**config.mk**
```make
export PLATFORM = sky130hd
export DESIGN_NAME = regfile_wp_arbiter
export DESIGN_NICKNAME = d
export VERILOG_FILES = /design/src/rtl/regfile_wp_arbiter.sv
export SDC_FILE = /design/constraint.sdc
export NUM_CORES = 1
export LEC_CHECK = 0
export ABC_AREA = 0
export BUFFER_PORTS_ARGS = -buffer_cell sky130_fd_sc_hd__buf_2
export CORE_MARGIN = 2
export CORE_UTILIZATION = 30
export CTS_CLUSTER_SIZE = 12
export DETAILED_ROUTE_END_ITERATION = 12
export GPL_TIMING_DRIVEN = 0
export MAX_ROUTING_LAYER = met4
export PLACE_DENSITY = 0.59
export SETUP_SLACK_MARGIN = 0.05
export SYNTH_ARGS = -nofsm -noshare
export SYNTH_HDL_FRONTEND = slang
export SYNTH_SLANG_ARGS = --single-unit
```
**constraint.sdc**
```tcl
create_clock -name clk -period 4.8 [get_ports clk]
set_input_delay 0.48 -clock clk [delete_from_list [all_inputs] [get_ports clk]]
set_output_delay 0.48 -clock clk [all_outputs]
set_load 0.05 [all_outputs]
```
**src/rtl/regfile_wp_arbiter.sv**
```systemverilog
// regfile_wp_arbiter
// Lets NREQ producers (ROB commit, LSU, ALU, branch) share the RegFile result
// write port WP1_*. Round-robin arbitration, with a per-requester wait counter
// that forces a grant once a requester has lost MAX_WAIT times in a row.
// A flush squashes the current grant and clears every wait counter.
// Optional macro REGFILE_WP_BYPASS_EN: when exactly one requester is valid and
// nothing is pending, WP1_* follows that requester combinationally (0-cycle path).
module regfile_wp_arbiter #(
  parameter int NREQ     = 4,
  parameter int ROBEN_W  = 5,
  parameter int MAX_WAIT = 7
) (
  input  logic                    clk,
  input  logic                    rst,
  input  logic                    ROB_FLUSH_Flag,
  input  logic [NREQ-1:0]         req_valid,
  output logic [NREQ-1:0]         req_ready,
  input  logic [NREQ*5-1:0]       req_DRindex,
  input  logic [NREQ*ROBEN_W-1:0] req_ROBEN,
  input  logic [NREQ*32-1:0]      req_Data,
  output logic                    WP1_Wen,
  output logic [4:0]              WP1_DRindex,
  output logic [ROBEN_W-1:0]      WP1_ROBEN,
  output logic [31:0]             WP1_Data,
  output logic                    starve_flag
);

  localparam int DATA_W = 32;
  localparam int DR_W   = 5;
  localparam int PTR_W  = (NREQ > 1) ? $clog2(NREQ) : 1;
  localparam int CNT_W  = 8;

  // Wait counters stick at all-ones instead of wrapping back to zero.
  function automatic logic [CNT_W-1:0] sat_inc(input logic [CNT_W-1:0] v);
    return (v == {CNT_W{1'b1}}) ? v : v + 1'b1;
  endfunction

  // Registered state
  logic [PTR_W-1:0]   rr_ptr_p1;
  logic [CNT_W-1:0]   wait_cnt_p1 [NREQ];
  logic               vld_p1;
  logic               starve_p1;
  logic [DR_W-1:0]    dr_p1;
  logic [ROBEN_W-1:0] roben_p1;
  logic [DATA_W-1:0]  data_p1;

  // Arbitration-cycle signals
  logic [NREQ-1:0]    forced_p0;
  logic               vld_p0;
  logic [PTR_W-1:0]   gnt_idx_p0;
  logic [PTR_W-1:0]   rr_idx_p0;
  logic [NREQ-1:0]    gnt_p0;
  logic               gnt_forced_p0;
  logic [DR_W-1:0]    dr_p0;
  logic [ROBEN_W-1:0] roben_p0;
  logic [DATA_W-1:0]  data_p0;
  logic               wen_p0;
  logic               byp_p0;

  // ---- stage p0: arbitration ----

  // Starvation guard: a valid requester that has lost MAX_WAIT times is forced.
  always_comb begin
    forced_p0 = '0;
    for (int i = 0; i < NREQ; i++)
      forced_p0[i] = req_valid[i] && (wait_cnt_p1[i] >= CNT_W'(MAX_WAIT));
  end

  // Winner: lowest-index forced requester first, otherwise round robin from rr_ptr.
  always_comb begin
    vld_p0     = 1'b0;
    gnt_idx_p0 = '0;
    rr_idx_p0  = '0;
    if (!rst && !ROB_FLUSH_Flag) begin
      for (int i = 0; i < NREQ; i++) begin
        if (!vld_p0 && forced_p0[i]) begin
          vld_p0     = 1'b1;
          gnt_idx_p0 = PTR_W'(i);
        end
      end
      for (int k = 0; k < NREQ; k++) begin
        rr_idx_p0 = PTR_W'((int'(rr_ptr_p1) + k) % NREQ);
        if (!vld_p0 && req_valid[rr_idx_p0]) begin
          vld_p0     = 1'b1;
          gnt_idx_p0 = rr_idx_p0;
        end
      end
    end
  end

  // Mux the winner's fields; a zero destination or zero tag is consumed without a write.
  always_comb begin
    dr_p0    = '0;
    roben_p0 = '0;
    data_p0  = '0;
    for (int i = 0; i < NREQ; i++) begin
      if (gnt_idx_p0 == PTR_W'(i)) begin
        dr_p0    = req_DRindex[i*DR_W +: DR_W];
        roben_p0 = req_ROBEN[i*ROBEN_W +: ROBEN_W];
        data_p0  = req_Data[i*DATA_W +: DATA_W];
      end
    end
    gnt_p0 = '0;
    if (vld_p0)
      gnt_p0[gnt_idx_p0] = 1'b1;
    gnt_forced_p0 = vld_p0 && forced_p0[gnt_idx_p0];
    wen_p0        = vld_p0 && (dr_p0 != '0) && (roben_p0 != '0);
  end

  assign req_ready = gnt_p0;

`ifdef REGFILE_WP_BYPASS_EN
  assign byp_p0 = $onehot(req_valid) && !ROB_FLUSH_Flag && !vld_p1 && !rst;
`else
  assign byp_p0 = 1'b0;
`endif

  // ---- stage p1: output register, round-robin pointer and wait counters ----

  // Capture the winner; a bypassed transfer loads the fields but not the enable.
  always_ff @(posedge clk or posedge rst) begin
    if (rst) begin
      rr_ptr_p1 <= '0;
      vld_p1    <= 1'b0;
      starve_p1 <= 1'b0;
      dr_p1     <= '0;
      roben_p1  <= '0;
      data_p1   <= '0;
      for (int i = 0; i < NREQ; i++)
        wait_cnt_p1[i] <= '0;
    end else if (ROB_FLUSH_Flag) begin
      vld_p1    <= 1'b0;
      starve_p1 <= 1'b0;
      for (int i = 0; i < NREQ; i++)
        wait_cnt_p1[i] <= '0;
    end else begin
      vld_p1    <= wen_p0 && !byp_p0;
      starve_p1 <= gnt_forced_p0;
      if (vld_p0) begin
        dr_p1     <= dr_p0;
        roben_p1  <= roben_p0;
        data_p1   <= data_p0;
        rr_ptr_p1 <= (gnt_idx_p0 == PTR_W'(NREQ-1)) ? '0 : gnt_idx_p0 + 1'b1;
      end
      for (int i = 0; i < NREQ; i++)
        wait_cnt_p1[i] <= (req_valid[i] && !gnt_p0[i]) ? sat_inc(wait_cnt_p1[i]) : '0;
    end
  end

  // Drive the write port from the register, or from the bypass path when it is active.
  always_comb begin
    WP1_Wen     = vld_p1;
    WP1_DRindex = dr_p1;
    WP1_ROBEN   = roben_p1;
    WP1_Data    = data_p1;
    if (byp_p0) begin
      WP1_Wen     = wen_p0;
      WP1_DRindex = dr_p0;
      WP1_ROBEN   = roben_p0;
      WP1_Data    = data_p0;
    end
  end

  assign starve_flag = starve_p1;

endmodule

```
### Word-level counts from Yosys, hierarchy flattened

Cells that the tools add are included.

| storage, ports and cells | value |
|---|---|
| logic and storage cells | 138 |
| ROM bits | 0 |
| register bits | 78 |
| latch bits | 0 |
| memories | 0 |
| RAM bits | 0 |

| operators by class | value |
|---|---|
| reduce and logical (&&, ||, !) cells | 37 |
| div/mod/pow operators | 0 |
| muxes and demuxes | 61 |
| multiply operators | 0 |
| order comparisons | 10 |
| equality and inequality tests | 11 |
| $add $sub $neg | 8 |
| bitwise operators | 1 |
| shifts and indexed selects | 0 |

Operators by type and width:

| operator | count |
|---|---|
| two-way mux 32 bit | 5 |
| two-way mux 8 bit | 8 |
| two-way mux 5 bit | 8 |
| adder 8 x 1 -> 8 bit, second input constant | 4 |
| == test 8 bit, second input constant | 4 |
| >= comparator 8 x 3 -> 1 bit, second input constant | 4 |
| two-way mux 1 bit | 25 |
| logical AND 1 bit | 20 |
| two-way mux 2 bit | 8 |
| < comparator 2 x 3 -> 1 bit, second input constant | 5 |
| zero test 1 bit | 13 |
| inequality test 3 bit, second input constant | 4 |
| binary-select mux 1 bit (select 2 bit) | 5 |
| nonzero test 5 bit | 2 |
| adder 2 x 1 -> 2 bit, second input constant | 2 |
| adder 2 bit, second input constant | 2 |
| == test 2 bit, second input constant | 2 |
| two-way mux 4 bit | 1 |
| demux 1 bit (select 2 bit) | 1 |
| == test 2 x 1 -> 1 bit, second input constant | 1 |
| >= comparator 2 x 1 -> 1 bit, second input constant | 1 |
| zero test 2 bit | 1 |
| AND reduction 2 bit | 1 |
| NOT 1 bit | 1 |

### Logic depth before layout (Yosys ltp)

| logic depth | value |
|---|---|
| depth in word-level cells | 41 |
| gate-level depth with buffers | 16 |
| gate-level depth less buffers | 12 |

### Worst setup path before layout

No wires, ideal clock.

| path | value |
|---|---|
| kind | register -> output |
| start point | reg wait_cnt_p1[23] in the netlist's numbering |
| end point | out req_ready[1] |
| data arrival time | 3.069 ns |
| slack | 1.251 ns |
| cell stages (with the launch flop) | 9 |
| path buffers | 2 |
| cell sequence | dfrtp_1 -> or4_4 -> o31a_1 -> or3_1 -> o2111ai_1 -> ha_1 -> clkbuf_1 -> clkbuf_1 -> and2_1 |

| on the way | value |
|---|---|
| cells in the longest elaborated chain, start to end | 34 |
| elaborated cells between the ends (all ways) | 43 |
| those cells by class | order compare (3); mux (25); reduce/logical (15) |

Ends and longest elaborated chain:

| what | line | source |
|---|---|---|
| start: declaration | 40 | `logic [CNT_W-1:0] wait_cnt_p1 [NREQ];` |
| start signal: indexed assignment | 146 | `wait_cnt_p1[i] <= (req_valid[i] && !gnt_p0[i]) ? sat_inc(wait_cnt_p1[i]) : '0;` |
| >= comparator 8 x 3 -> 1 bit (*) | 66 | `forced_p0[i] = req_valid[i] && (wait_cnt_p1[i] >= CNT_W'(MAX_WAIT));` |
| logical AND 1 bit (*) | 66 |  |
| logical AND 1 bit (*) | 76 | `if (!vld_p0 && forced_p0[i]) begin` |
| two-way mux 1 bit | 76 |  |
| two-way mux 1 bit | 74 | `if (!rst && !ROB_FLUSH_Flag) begin` |
| zero test 1 bit | 76 |  |
| logical AND 1 bit | 76 |  |
| two-way mux 1 bit | 76 |  |
| (+18 left out) | - |  |
| logical AND 1 bit | 83 | `if (!vld_p0 && req_valid[rr_idx_p0]) begin` |
| two-way mux 2 bit | 83 |  |
| two-way mux 2 bit | 74 |  |
| < comparator 2 x 3 -> 1 bit (implied by the code) or >= comparator 2 x 1 -> 1 bit (tied branches) | 105 | `gnt_p0[gnt_idx_p0] = 1'b1;` |
| logical AND 1 bit (implied by the code) | 105 |  |
| two-way mux 1 bit (implied by the code) | 105 |  |
| demux 1 bit (select 2 bit) | 105 |  |
| two-way mux 4 bit (*) | 104 | `if (vld_p0)` |
| end: declaration | 17 | `output logic [NREQ-1:0] req_ready,` |

Every way passes the cells marked *; elsewhere a longest branch is shown, timed or not. The select of a mux whose other input is x is not followed.

### Worst setup path after layout

Ends and elaborated chain as after synthesis.

==> flow_results.xml <==
<?xml version="1.0" encoding="UTF-8"?>
<metrics>
  <group name="timing">
    <metric name="fin_tns_setup" unit="ns">0</metric>
    <metric name="tightestPinTransition" unit="ns">0.631</metric>
    <metric name="final_min_period_over_clock_period" unit="">0.940</metric>
    <metric name="setup_violations" unit="">0</metric>
    <metric name="fmaxAchievable" unit="MHz">222</metric>
    <metric name="period_needed" unit="ns">4.51</metric>
    <metric name="worst_clock_skew" unit="ns">0.00963</metric>
    <metric name="slew-limit-headroom" unit="">0.580</metric>
    <metric name="rsz_0062_raised_after_global_routing" unit="">no</metric>
    <metric name="whs" unit="ns">0.118</metric>
    <metric name="slew_violations" unit="">0</metric>
    <metric name="timing_hold_violations_final" unit="">0</metric>
  </group>
  <group name="routing">
    <metric name="top_layer" unit="">met4</metric>
    <metric name="drt-met1-wl" unit="µm">7360</metric>
    <metric name="met2_wirelength" unit="µm">8630</metric>
    <metric name="vias" unit="">5320</metric>
    <metric name="drcViolationCount" unit="">0</metric>
    <metric name="detail_route.iter0.violations" unit="">313</metric>
    <metric name="met3_wirelength" unit="µm">1260</metric>
    <metric name="drt_wl_total" unit="µm">17700</metric>
    <metric name="drt-pass1-iter-count" unit="">4</metric>
    <metric name="vias_per_cell" unit="">5.24</metric>
    <metric name="post_drt_wl_per_cell" unit="µm">17.4</metric>
    <metric name="final_antenna_net_count" unit="">0</metric>
  </group>
  <group name="clock_tree">
    <metric name="h-tree-depth" unit="">3</metric>
    <metric name="cts.repair.resized" unit="">0</metric>
    <metric name="tritoncts" unit="">yes</metric>
    <metric name="clkLatencyLatePin" unit="ns">0.34</metric>
    <metric name="clkTransAtPathRegs" unit="ns">0.06</metric>
    <metric name="postCtsHoldBufs" unit="">0</metric>
    <metric name="cts.repair_timing.setup_buffer_count" unit="">0</metric>
    <metric name="cts-buffers-inserted" unit="">9</metric>
    <metric name="cts-root-to-sink-buffers" unit="">2</metric>
    <metric name="cts_sinks" unit="">78</metric>
    <metric name="clock-root-buffer" unit="">clkbuf_16</metric>
  </group>
  <group name="logic_synthesis">
    <metric name="yosys_warnings" unit="">0</metric>
    <metric name="synth-edff-count" unit="">0</metric>
    <metric name="async_flop_share" unit="">1.00</metric>
    <metric name="synthDistinctLibCells" unit="">58</metric>
    <metric name="total_nets_after_synthesis" unit="">743</metric>
    <metric name="synth-seq-cells" unit="">78</metric>
    <metric name="cell_area_synth" unit="mm²">0.00495</metric>
    <metric name="avgSynthCellArea" unit="µm²">8.84</metric>
    <metric name="synthesis.instances" unit="">560</metric>
    <metric name="synth.yosys.seq_area_share" unit="">0.394</metric>
    <metric name="ys_dominant_reg_cell" unit="">dfrtp_1</metric>
  </group>
  <group name="cells_and_area">
    <metric name="fin_area" unit="mm²">0.00666</metric>
    <metric name="proportion_of_layout_cells_with_a_drive_suffix_above_1" unit="">0.330</metric>
    <metric name="area.growth.synth_to_final" unit="%">34.4</metric>
    <metric name="stdcell_count" unit="">1016</metric>
    <metric name="fin_nets" unit="">976</metric>
    <metric name="layout.cells.most_common" unit="">buf_2</metric>
    <metric name="multi_input_area" unit="mm²">0.00276</metric>
    <metric name="register_area" unit="mm²">0.00195</metric>
    <metric name="fillers" unit="">1658</metric>
    <metric name="commonest_non_fill_non_tap_cells_in_the_layout" unit="">buf_2, dfrtp_1, o21ai_0</metric>
  </group>
  <group name="floorplanning">
    <metric name="die_area" unit="mm²">0.0176</metric>
    <metric name="placeableCoreArea" unit="mm²">0.0160</metric>
    <metric name="die-height" unit="µm">132</metric>
    <metric name="core.rowCount" unit="">46</metric>
    <metric name="chipWidth" unit="µm">132</metric>
    <metric name="initial_utilization" unit="">0.310</metric>
    <metric name="floorplan.io_pins" unit="">223</metric>
  </group>
  <group name="worst_setup_path">
    <metric name="startpoint_type" unit="">register</metric>
    <metric name="max_fo_critical_path" unit="">10</metric>
    <metric name="critPathKind" unit="">register to output pin</metric>
    <metric name="reg2regPathDepth" unit="">13</metric>
    <metric name="worstPathArrival" unit="ns">4.03</metric>
    <metric name="timing.rr.start" unit="">wait_cnt_p1[23]</metric>
    <metric name="crit_end" unit="">req_ready[1]</metric>
    <metric name="timing.reg2reg.setup_slack" unit="ns">0.56</metric>
    <metric name="crit-reg2reg-capture" unit="">WP1_Wen</metric>
    <metric name="critical_path.startpoint" unit="">wait_cnt_p1[23]</metric>
    <metric name="cp-end-kind" unit="">output pin</metric>
    <metric name="critical_path_required_time" unit="ns">4.32</metric>
  </group>
  <group name="global_route">
    <metric name="antenna_found_initial" unit="">3</metric>
    <metric name="grt_start_max_net_pins" unit="">61</metric>
    <metric name="total_congestion_overflow" unit="">0</metric>
    <metric name="total_routing_resource_utilization_after_global_routing" unit="">0.204</metric>
    <metric name="grt_pass1_wl" unit="µm">27700</metric>
    <metric name="number_of_global_route_vias_before_repair" unit="">5147</metric>
  </group>
  <group name="min_path">
    <metric name="worstHoldPathType" unit="">input port to asynchronous set/reset pin</metric>
  </group>
  <group name="power_and_ir_drop">
    <metric name="static-leakage-power" unit="nW">3.10</metric>
    <metric name="p_per_area" unit="mW/mm²">432</metric>
    <metric name="vdd_drop_max" unit="mV">0.196</metric>
    <metric name="total_power" unit="mW">2.88</metric>
  </group>
  <group name="outcome">
    <metric name="status" unit="">completed</metric>
  </group>
  <group name="placement">
    <metric name="gp_congestion" unit="">0.895</metric>
    <metric name="portBuffers" unit="">221</metric>
    <metric name="placed_cells_incl_taps" unit="">998</metric>
    <metric name="dp_hpwl" unit="µm">13800</metric>
    <metric name="postPlaceCellArea" unit="mm²">0.00636</metric>
  </group>
  <group name="job">
    <metric name="max-cap-violations" unit="">0</metric>
  </group>
</metrics>
==> stage by stage <==
| step | setup slack, ns | utilization |
|---|---|---|
| floorplan | 1.25 | - |
| global placement | 0.531 | 0.396 |
| detailed placement | 0.489 | 0.397 |
| CTS | 0.251 | 0.415 |
| global route | 0.0649 | 0.416 |
| finish | 0.289 | 0.416 |
==> Yosys cell counts (all sizes together) (8+ instances only) <==
master / instances / share of area
nand3: 8 / 0.0081
a221oi: 32 / 0.057
dfrtp: 78 / 0.39
xor2: 9 / 0.016
ha: 8 / 0.020
o22ai: 12 / 0.015
clkbuf: 40 / 0.031
nor2b: 36 / 0.045
and2: 8 / 0.010
nand2: 12 / 0.0091
a21oi: 51 / 0.052
nor2: 35 / 0.027
a22oi: 10 / 0.015
nor3: 41 / 0.041
mux2: 10 / 0.028
o21ai: 75 / 0.077
buf: 9 / 0.012
==> cell type report <==
type | count | share of cell area
Antenna cell | 3 | 0.00113
Buffer | 49 | 0.0321
Clock buffer | 9 | 0.0338
Clock inverter | 6 | 0.00958
Inverter | 7 | 0.00432
Multi-Input combinational cell | 426 | 0.415
Sequential cell | 78 | 0.293
Tap cell | 216 | 0.0406
Timing Repair Buffer | 222 | 0.170
==> per-layer routing <==
layer / up-vias / global-route usage
met5: - / -
met4: 0 / 0.0651
met3: 34 / 0.0533
met2: 199 / 0.338
met1: 2497 / 0.242
li1: 2590 / -
==> flip-flops by register name, indices dropped and copies added (netlist names) <==
name and cells:
WP1_ROBEN 5, wait_cnt_p1 32, WP1_Wen 1, WP1_DRindex 5
WP1_Data 32, rr_ptr_p1 2, starve_flag 1
==> power by group <==
group / internal [mW] / total (mW) / switching, mW
combinational: 0.403 / 1.34 / 0.935
sequential: 0.795 / 0.862 / 0.0670
clock: 0.399 / 0.676 / 0.277
total: 1.60 / 2.88 / 1.28
==> cell families (layout without fill, tap and decap cells) <==
family	count (synthesis)	count (layout)	synth area share
flip-flops	78	78	0.394
AO/OA/AOI/OAI	213	213	0.268
XOR/XNOR	13	13	0.0230
buffers and inverters	56	293	0.0480
adder cells (fa/ha/maj)	8	8	0.0202
multiplexers	18	18	0.0493
AND/OR/NAND/NOR	174	174	0.197
other	0	3	0
==> worst min path at each step <==
stage                    startpoint              end  slack (ns)  depth (start not counted)
detailed placement              rst  wait_cnt_p1[15]        0.48                          2
finish                          rst  wait_cnt_p1[15]        0.12                          2
global placement       WP1_Data[24]     WP1_Data[24]        0.49                          2
global route                    rst  wait_cnt_p1[10]        0.14                          2
CTS                             rst  wait_cnt_p1[15]        0.13                          2
floorplan           wait_cnt_p1[15]  wait_cnt_p1[15]        0.48                          1
==> critical path, stage by stage, from the launching register on <==
cell and delay [ns]:
dfrtp_1 0.42, or4_4 0.55, o31a_1 0.31, or3_1 0.44, o2111ai_1 0.29, ha_1 0.19, clkbuf_1 0.48, clkbuf_1 0.54
and2_1 0.21, buf_2 0.26
No activity file was read; power rests on OpenSTA's default activity.
